## src/rtl/arb_mux_2x1_rr.sv

```systemverilog
// Round-robin arbitrated 2:1 mux, valid/ready in and out, registered output.
// Define BURST_LOCK_EN to hold the grant on one channel until its *_last beat.
module arb_mux_2x1_rr #(
  parameter int WIDTH = 8
) (
  input  logic             clock,
  input  logic             reset_b,
  input  logic [WIDTH-1:0] A,
  input  logic             a_valid,
  input  logic             a_last,
  output logic             a_ready,
  input  logic [WIDTH-1:0] B,
  input  logic             b_valid,
  input  logic             b_last,
  output logic             b_ready,
  output logic [WIDTH-1:0] m_out,
  output logic             m_valid,
  input  logic             m_ready,
  output logic             select
);

  logic last_grant;
  logic space;
  logic req_a;
  logic req_b;
  logic grant_a;
  logic load;

  assign space = !m_valid | m_ready;

`ifdef BURST_LOCK_EN
  localparam logic IDLE   = 1'b0;
  localparam logic LOCKED = 1'b1;

  logic state;
  logic lock_a;
  logic beat_last;

  // Mask the request of the channel that does not own an open burst
  always_comb begin
    req_a = a_valid;
    req_b = b_valid;
    if (state == LOCKED) begin
      req_a = a_valid & lock_a;
      req_b = b_valid & !lock_a;
    end
  end

  assign beat_last = grant_a ? a_last : b_last;

  // Lock opens on a non-last beat and closes on the owner's last beat
  always_ff @(posedge clock or negedge reset_b) begin
    if (!reset_b) begin
      state  <= IDLE;
      lock_a <= 1'b0;
    end else if (load) begin
      state  <= beat_last ? IDLE : LOCKED;
      lock_a <= grant_a;
    end
  end
`else
  logic unused_last;

  assign unused_last = a_last ^ b_last;
  assign req_a = a_valid;
  assign req_b = b_valid;
`endif

  // Tie goes to the channel opposite the last grant (1 = A)
  assign grant_a = req_a & (!req_b | !last_grant);
  assign load    = reset_b & space & (req_a | req_b);
  assign a_ready = load & grant_a;
  assign b_ready = load & !grant_a;

  // Round-robin pointer; with bursts it moves only when a burst closes
  always_ff @(posedge clock or negedge reset_b) begin
    if (!reset_b) begin
      last_grant <= 1'b0;
`ifdef BURST_LOCK_EN
    end else if (load & beat_last) begin
`else
    end else if (load) begin
`endif
      last_grant <= grant_a;
    end
  end

  // Output register: load a granted beat, or drain when taken
  always_ff @(posedge clock or negedge reset_b) begin
    if (!reset_b) begin
      m_out   <= '0;
      m_valid <= 1'b0;
      select  <= 1'b0;
    end else if (load) begin
      m_out   <= grant_a ? A : B;
      m_valid <= 1'b1;
      select  <= grant_a;
    end else if (m_ready & m_valid) begin
      m_valid <= 1'b0;
    end
  end

endmodule
```

## config.mk

```make
export PLATFORM = sky130hd
export DESIGN_NAME = arb_mux_2x1_rr
export DESIGN_NICKNAME = d
export VERILOG_FILES = /design/src/rtl/arb_mux_2x1_rr.sv
export SDC_FILE = /design/constraint.sdc
export NUM_CORES = 1
export LEC_CHECK = 0
export BUFFER_PORTS_ARGS = -buffer_cell sky130_fd_sc_hd__buf_2
export CORE_MARGIN = 4
export CORE_UTILIZATION = 38
export CTS_BUF_LIST = sky130_fd_sc_hd__clkbuf_4
export DETAILED_ROUTE_END_ITERATION = 16
export PLACE_DENSITY = 0.74
export SYNTH_ARGS = -nofsm -noshare
export SYNTH_HDL_FRONTEND = slang
export SYNTH_SLANG_ARGS = --single-unit
```

## constraint.sdc

```tcl
create_clock -name clock -period 1.3 [get_ports clock]
set_input_delay 0.13 -clock clock [delete_from_list [all_inputs] [get_ports clock]]
set_output_delay 0.13 -clock clock [all_outputs]
set_load 0.01 [all_outputs]
```

**Yosys cells after proc, flatten, opt, wreduce, memory -nomap -nowiden**

Index checks and enable logic that the tools add are counted.

- Mux-type cells: 3
- Bitwise logic cells: 9
- Reduce and logical (&&, ||, !) cells: 5

Operator list:

| kind | number |
|---|---|
| 8-bit two-way mux | 1 |
| 1-bit AND | 6 |
| 1-bit logical NOT | 4 |
| 1-bit OR | 3 |
| 1-bit two-way mux | 2 |
| 2-bit nonzero test | 1 |

- Register bits after elaboration: 10
- Bits of input ports: 23
- Output and inout bits: 12
- Logic and storage cells: 20

**Longest topological paths before layout**

Gate-level depths: netlist (run 1).

- Word-level depth: 5
- Gate-level depth with buffers: 4
- Depth with buffers taken out: 3

**Least setup slack after synthesis (run 1)**

No wires, ideal clock.

- Kind: flip-flop to flip-flop
- Start point: reg last_grant
- End point: reg m_out[0]
- Library setup time: 125 ps
- Arrival: 1326 ps
- Path slack: -152 ps
- Cell stages (with the launch flop): 5
- Buffers on the path: 1
- Cell sequence: dfrtp_1 -> a21boi_1 -> buf_6 -> mux2_4 -> mux2_4

- Word-level cells in the longest chain between the ends: 4

RTL lines:

| what | line | text |
|---|---|---|
| from (decl) | 22 | `logic last_grant;` |
| from (signal assigned) | 84 | `last_grant <= grant_a;` |
| 1-bit logical NOT | 70 | `assign grant_a = req_a & (!req_b \| !last_grant);` |
| 1-bit OR | 70 |  |
| 1-bit AND | 70 |  |
| 8-bit two-way mux | 95 | `m_out <= grant_a ? A : B;` |
| to (signal assigned) | 95 |  |
| to (decl) | 16 | `output logic [WIDTH-1:0] m_out,` |

No other way between the ends.
A chain may end at the register's enable or synchronous reset.

**Worst setup path in the final report (run 1)**

- Start point: reg last_grant
- End point: reg m_out[5]

The elaborated chain is that of the path after synthesis.

==> results of run 1 <==
-- layer usage --
layer	vias up	GRT usage [%]	wire, um
li1	217	-	-
met1	201	14.80	504
met2	19	23.35	624
met3	2	3.906	113
met4	0	8.523	22
met5	-	0	0
-- how the worst max path moves through the flow --
stage | start | to | slack (ns) | cells after the start
after global routing | last_grant$_DFFE_PN0P_ | m_out[5]$_DFFE_PN0P_ | -0.20 | 4
final | last_grant$_DFFE_PN0P_ | m_out[5]$_DFFE_PN0P_ | -0.13 | 4
after CTS | last_grant$_DFFE_PN0P_ | m_out[5]$_DFFE_PN0P_ | -0.13 | 4
after floorplan | last_grant$_DFFE_PN0P_ | m_out[0]$_DFFE_PN0P_ | -0.11 | 4
after global placement | last_grant$_DFFE_PN0P_ | m_out[7]$_DFFE_PN0P_ | -0.12 | 4
after detailed placement | last_grant$_DFFE_PN0P_ | m_out[5]$_DFFE_PN0P_ | -0.14 | 4
-- metrics by stage --
step | total power [mW] | setup slack [ns] | instances | hold slack (ns) | area [um2]
after detailed placement | 0.7846 | -0.1397 | 88 | 0.07992 | 764.5
after global routing | 1.079 | -0.1998 | 96 | 0.05118 | 834.6
after global placement | 0.7760 | -0.1153 | 88 | 0.07791 | 764.5
after CTS | 1.035 | -0.1281 | 96 | 0.04972 | 834.6
final | 1.016 | -0.1329 | 96 | 0.05358 | 834.6
after floorplan | 0.6342 | -0.1092 | 37 | -0.1656 | 559.3
-- power breakdown --
| part | internal, mW | switching [mW] |
|---|---|---|
| logic | 0.239 | 0.143 |
| registers | 0.379 | 0.0371 |
| clock network | 0.111 | 0.106 |
| total | 0.729 | 0.287 |
-- worst max-delay path, delay by kind of cell, from the launching register on --
family	cells	cell delay [ns]
multiplexers	2	0.56
flip-flops	1	0.39
buffers and inverters	1	0.19
AO/OA/AOI/OAI	1	0.18
-- registers in the layout, summed over array words and instances (netlist names) --
| signal | count |
|---|---|
| m_valid | 1 |
| m_out | 8 |
| last_grant | 1 |
-- what timing repair did --
action	CTS	global route
setup endpoints to repair	10	10
hold buffers	1	0
hold endpoints to repair	10	0
setup buffers	3	0
gates resized for setup	3	0
-- area by class of cell --
class | instances | area (um2) | share of cell area (%)
clock buffer | 3 | 22.52 | 2.699
inverter | 2 | 7.507 | 0.8996
sequential | 10 | 250.2 | 29.99
timing repair buffer | 42 | 237.7 | 28.49
multi-input combinational | 23 | 294.0 | 35.23
tap | 15 | 18.77 | 2.249
clock inverter | 1 | 3.754 | 0.4498
-- logic make-up after synthesis --
group,synth area share [%]
mux,43.92
flops,45.05
compound gates,4.052
buf+inv,4.731
simple gates,2.254
-- placed cells by master, fill, tap and decap left out --
cell type / instances
nor2b_1: 1
a21oi_2: 1
o21ai_0: 1
buf_2: 32
o21ai_1: 1
mux2_4: 16
dfrtp_1: 10
dlygate4sd3_1: 1
buf_4: 9
inv_1: 2
and2_1: 1
mux2_2: 1
clkinv_1: 1
a21boi_2: 1
clkbuf_4: 3
==> metrics.txt, run 1 <==
status complete, but fails checks; failing checks setup timing; register area share after synthesis approximately 45%; share of cells above drive strength 1 77.78%; Area Growth Syn to Fin 50.23%; setup TNS -1.043 ns; Pre-antenna DRT Iters 2; routability cong. approximately 0.67; cell mode on critical path mux2_4; Routed WL between 1000 and 1500 um; most area-consuming cells after synthesis dfrtp_1, mux2_4, mux2_2; Cell Pwr Density 1217 mW/mm2; fin crit period roughly 1.4 ns; CTS root buf clkbuf_4; R2R Path Start last_grant$_DFFE_PN0P_; final worst setup slack -0.1329 ns; Clock Path Buffers 2; CTS tree done; count of cell types in the netlist 12; final setup violation count 10; register bit total from synthesis 10; fin util between 60 and 70%; crit-path cells a21boi_2 > buf_4 > mux2_4 > mux2_4; num rows 13; Hold WC Path Type in -> reg; fin crit share 110.2%; slowest stage delay, CP approximately 0.4 ns; worst-path fanout max 5; Worst Setup Start Kind flip-flop; vias per cell about 4.6; Final Hold Vio Count 0; Synth Warn # 0; post-detail-place hpwl approximately 1000 um; clock tree sinks 10; first-pass GRT wire length ~1900 um; max_cap viols 0; PortBufs 32; vias around 440; post-route DRC violation count 0; Overflow after GRT 0; CP Capture Type flip-flop; FF-to-FF path depth 4; Hold Crit Depth 2; worst skew pair latency about 0.26 ns; largest net degree at the start of global routing 11; reg-to-reg slack, setup -0.13 ns; Post-Synthesis Cells 37; Core ar. about 0.0013 mm2; Syn Nets 60; Final ANT Viol Nets 0; Hold Path Origin m_ready; CP max-delay cell dfrtp_1; CTS H-tree depth 1; leading register cell type out of synthesis dfrtp_1; cts bufs inserted 3; Worst-path clk slew 0.06 ns; full die area approximately 0.0021 mm2; die width about 46 um; Clock Skew about 0.00058 ns; worst slew pin tran between 0.15 and 0.2 ns; ys async rst share 100.0%; Endpoint, Worst Hold m_valid$_DFFE_PN0P_; Post-synth EDFFs 0; WL/cell roughly 13 um; Peak VDD IR approximately 0.00052 V; fin nets between 100 and 150; io pins 35; Max Clk Rate roughly 700 MHz; 1st-iter DRT viols 2; Critical Path RT ~1.5 ns; cell taking the most area after synthesis dfrtp_1; share of the synthesized area in the top cell type between 40 and 50%; initial antenna violation count 0; Starting Density 41.65%; count leader, synth mux2_4; Ant. Diodes 0; Critical Setup Path Class reg -> reg; Mapped Avg Cell Area between 15 and 20 um2; Total GRT Usage roughly 14%; Slew headroom around 88%; Die Y between 40 and 50 um; cell area after synthesis 555.5 um2; vias in the first global route 454; FF-to-FF End m_out[5]$_DFFE_PN0P_; P_leak between 0.4 and 0.5 nW; CP arrival roughly 1.6 ns; fillcell total approximately 110; Pins Over Slew Limit 0; most frequent cells after synthesis mux2_4, dfrtp_1, mux2_2; unrepaired setup endpoints after global routing yes
(Power assumes the default switching activity.)
==> run 2, diff against run 1 <==
Settings changed: ABC_AREA set to 1, CELL_PAD_IN_SITES_DETAIL_PLACEMENT set to 2, CELL_PAD_IN_SITES_GLOBAL_PLACEMENT set to 2, CORE_UTILIZATION 38 to 19, PLACE_DENSITY 0.74 to 0.73, SKIP_LAST_GASP set to 1.
==> run 2 against run 1 <==
The flow still finishes with violations (setup timing); maximum frequency grew 9.2%; largest power group unchanged; cell count rose by 56%; setup slack improved by 0.12 ns; routed wire length is 71% higher; critical path depth grew 2.
==> metrics.txt, run 2 <==
worst slew pin tran approximately 0.32 ns; fin crit period around 1.3 ns; CTS H-tree depth 1; CP Capture Type output pin; cts bufs inserted 3; vias between 600 and 700; Total GRT Usage between 10% and 20%; num rows 19; Final ANT Viol Nets 0; final setup violation count 1; leading cell type in the layout, fill and taps excluded nand2_1; Largest register FFs 8; largest net degree at the start of global routing 12; Routed WL roughly 2200 um; Pre-antenna DRT Iters 3; clock tree sinks 10; vias in the first global route 784; Core ar. around 0.0028 mm2; Post-DP Area just under 800 um2; share of cells above drive strength 1 45.38%; fin util approximately 31%; fin area 852.1 um2; Clock Skew about 0.0015 ns; CTS root buf clkbuf_4; count of cell types in the netlist 10; Peak VDD IR 0.0005005 V; Reg with most FFs m_out; Tot Pwr about 0.95 mW; post-detail-place hpwl 1596 um; ys async rst share 100.0%; worst skew pair latency 0.26 ns; vias per cell ~4.5; Worst-path clk slew 0.06 ns; die width 62.38 um; Max Clk Rate 762.1 MHz; WL/cell between 10 and 15 um; P_leak approximately 0.52 nW; count leader, synth nand2_1; Syn Nets 100; Slew headroom about four fifths; most area-consuming cells after synthesis dfrtp_1, nand2_1, nand3_1; Starting Density approximately 20%; max_cap viols 0; Synth Warn # 0; cell taking the most area after synthesis dfrtp_1; 1st-iter DRT viols 9; Clock Path Buffers 2; fin crit share 100.9%; PortBufs 32; share of the synthesized area in the top cell type between 40% and 50%; failing checks setup timing; CP arrival around 1.2 ns; Net Sw Power about 0.33 mW; Pins Over Slew Limit 0; leading register cell type out of synthesis dfrtp_1; Critical Path RT about 1.2 ns; Ant. Diodes 0; sequential power share 42.4%; Cell Pwr Density 1111 mW/mm2; Die Y 62.38 um; Internal slightly above 0.6 mW; worst-path fanout max 3; CTS tree done; io pins 35; Fin Hold WS between 0.15 and 0.2 ns; Clk pwr share between 20% and 30%; post-route DRC violation count 0; routability cong. 0.7111; initial antenna violation count 0; Hold WC Path Type in -> reg; unrepaired setup endpoints after global routing yes; fin nets around 140; Final Hold Vio Count 0; final worst setup slack -0.01223 ns; Post-Synthesis Cells between 70 and 80; setup TNS -0.01223 ns; share of total power in combinational logic 35.3%; cell area after synthesis between 500 and 600 um2; Regs by FF count m_out x8, last_grant x1, m_valid x1; Mapped Avg Cell Area approximately 7.3 um2; Critical Setup Path Class reg -> out; Switching Share between 30% and 40%; Worst Setup Start Kind flip-flop; Area Growth Syn to Fin 51.67%; most frequent cells after synthesis nand2_1, dfrtp_1, nand3_1; register bit total from synthesis 10; first-pass GRT wire length ~3700 um; full die area roughly 0.0039 mm2; Post-synth EDFFs 0; register area share after synthesis 44.54%; Overflow after GRT 0; most frequent cells in the layout nand2_1, buf_2, dfrtp_1; status complete, but fails checks
run 2: final cells by class:
type                    instances  area [um2]
inverters                       4       15.01
clock buffers                   3       22.52
well taps                      31       38.79
flip-flops and latches         10       250.2
repair buffers                 41       239.0
multi-input cells              61       286.5
fillers                       338        1929
run 2: repair_timing:
action	in CTS	in global routing
buffers inserted	2	1
pin swaps	3	3
gates resized for setup	4	2
endpoints found under the setup margin	2	2
hold buffers	2	0
hold endpoints to repair	10	0
run 2: worst max-delay path, cell delays in order (launching register included):
cell     delay [ns]
dfrtp_1        0.38
nand2_2        0.12
nand2_2        0.08
nor2_4         0.12
nand2_2        0.07
inv_2          0.05
buf_6          0.09
run 2: power groups by stage:
stage | clock network [mW] | registers [mW] | logic [mW]
global placement | 0 | 0.406 | 0.293
floorplan | 0 | 0.432 | 0.132
finish | 0.211 | 0.401 | 0.334
CTS | 0.222 | 0.402 | 0.334
detailed placement | 0 | 0.409 | 0.305
global route | 0.244 | 0.412 | 0.375
run 2: kinds of logic after synthesis:
logic type | synth area share [%]
AND/OR/NAND/NOR | 48.77
flip-flops | 44.54
buffers and inverters | 6.680
run 2: worst paths after layout:
| kind | endpoint | slack [ns] | startpoint | cells after the start |
|---|---|---|---|---|
| max | a_ready | -0.01 | m_valid$_DFFE_PN0P_ | 6 |
| min | m_out[3]$_DFFE_PN0P_ | 0.16 | B[3] | 5 |
| max reg2reg | m_out[1]$_DFFE_PN0P_ | 0.14 | m_valid$_DFFE_PN0P_ | 7 |
| min reg2reg | m_out[5]$_DFFE_PN0P_ | 0.48 | m_out[5]$_DFFE_PN0P_ | 2 |
| max in group asynchronous | m_valid$_DFFE_PN0P_ | 0.63 | reset_b | 3 |
| min in group asynchronous | m_out[4]$_DFFE_PN0P_ | 0.27 | reset_b | 2 |
run 2: routing by layer:
metal / routed length [um] / up-vias / global-route usage (%)
met5: 0 / - / 0
met4: 38 / 0 / 5.570
met3: 79 / 4 / 1.978
met2: 1164 / 21 / 22.02
met1: 875 / 327 / 13.55
li1: - / 320 / -
run 2: metrics by stage:
stage,instances,worst slack (ns)
2_1_floorplan,77,0.2402
3_3_place_gp,142,0.2019
6_report,150,-0.01223
5_1_grt,150,-0.09598
3_5_place_dp,142,0.2078
4_1_cts,149,0.002369
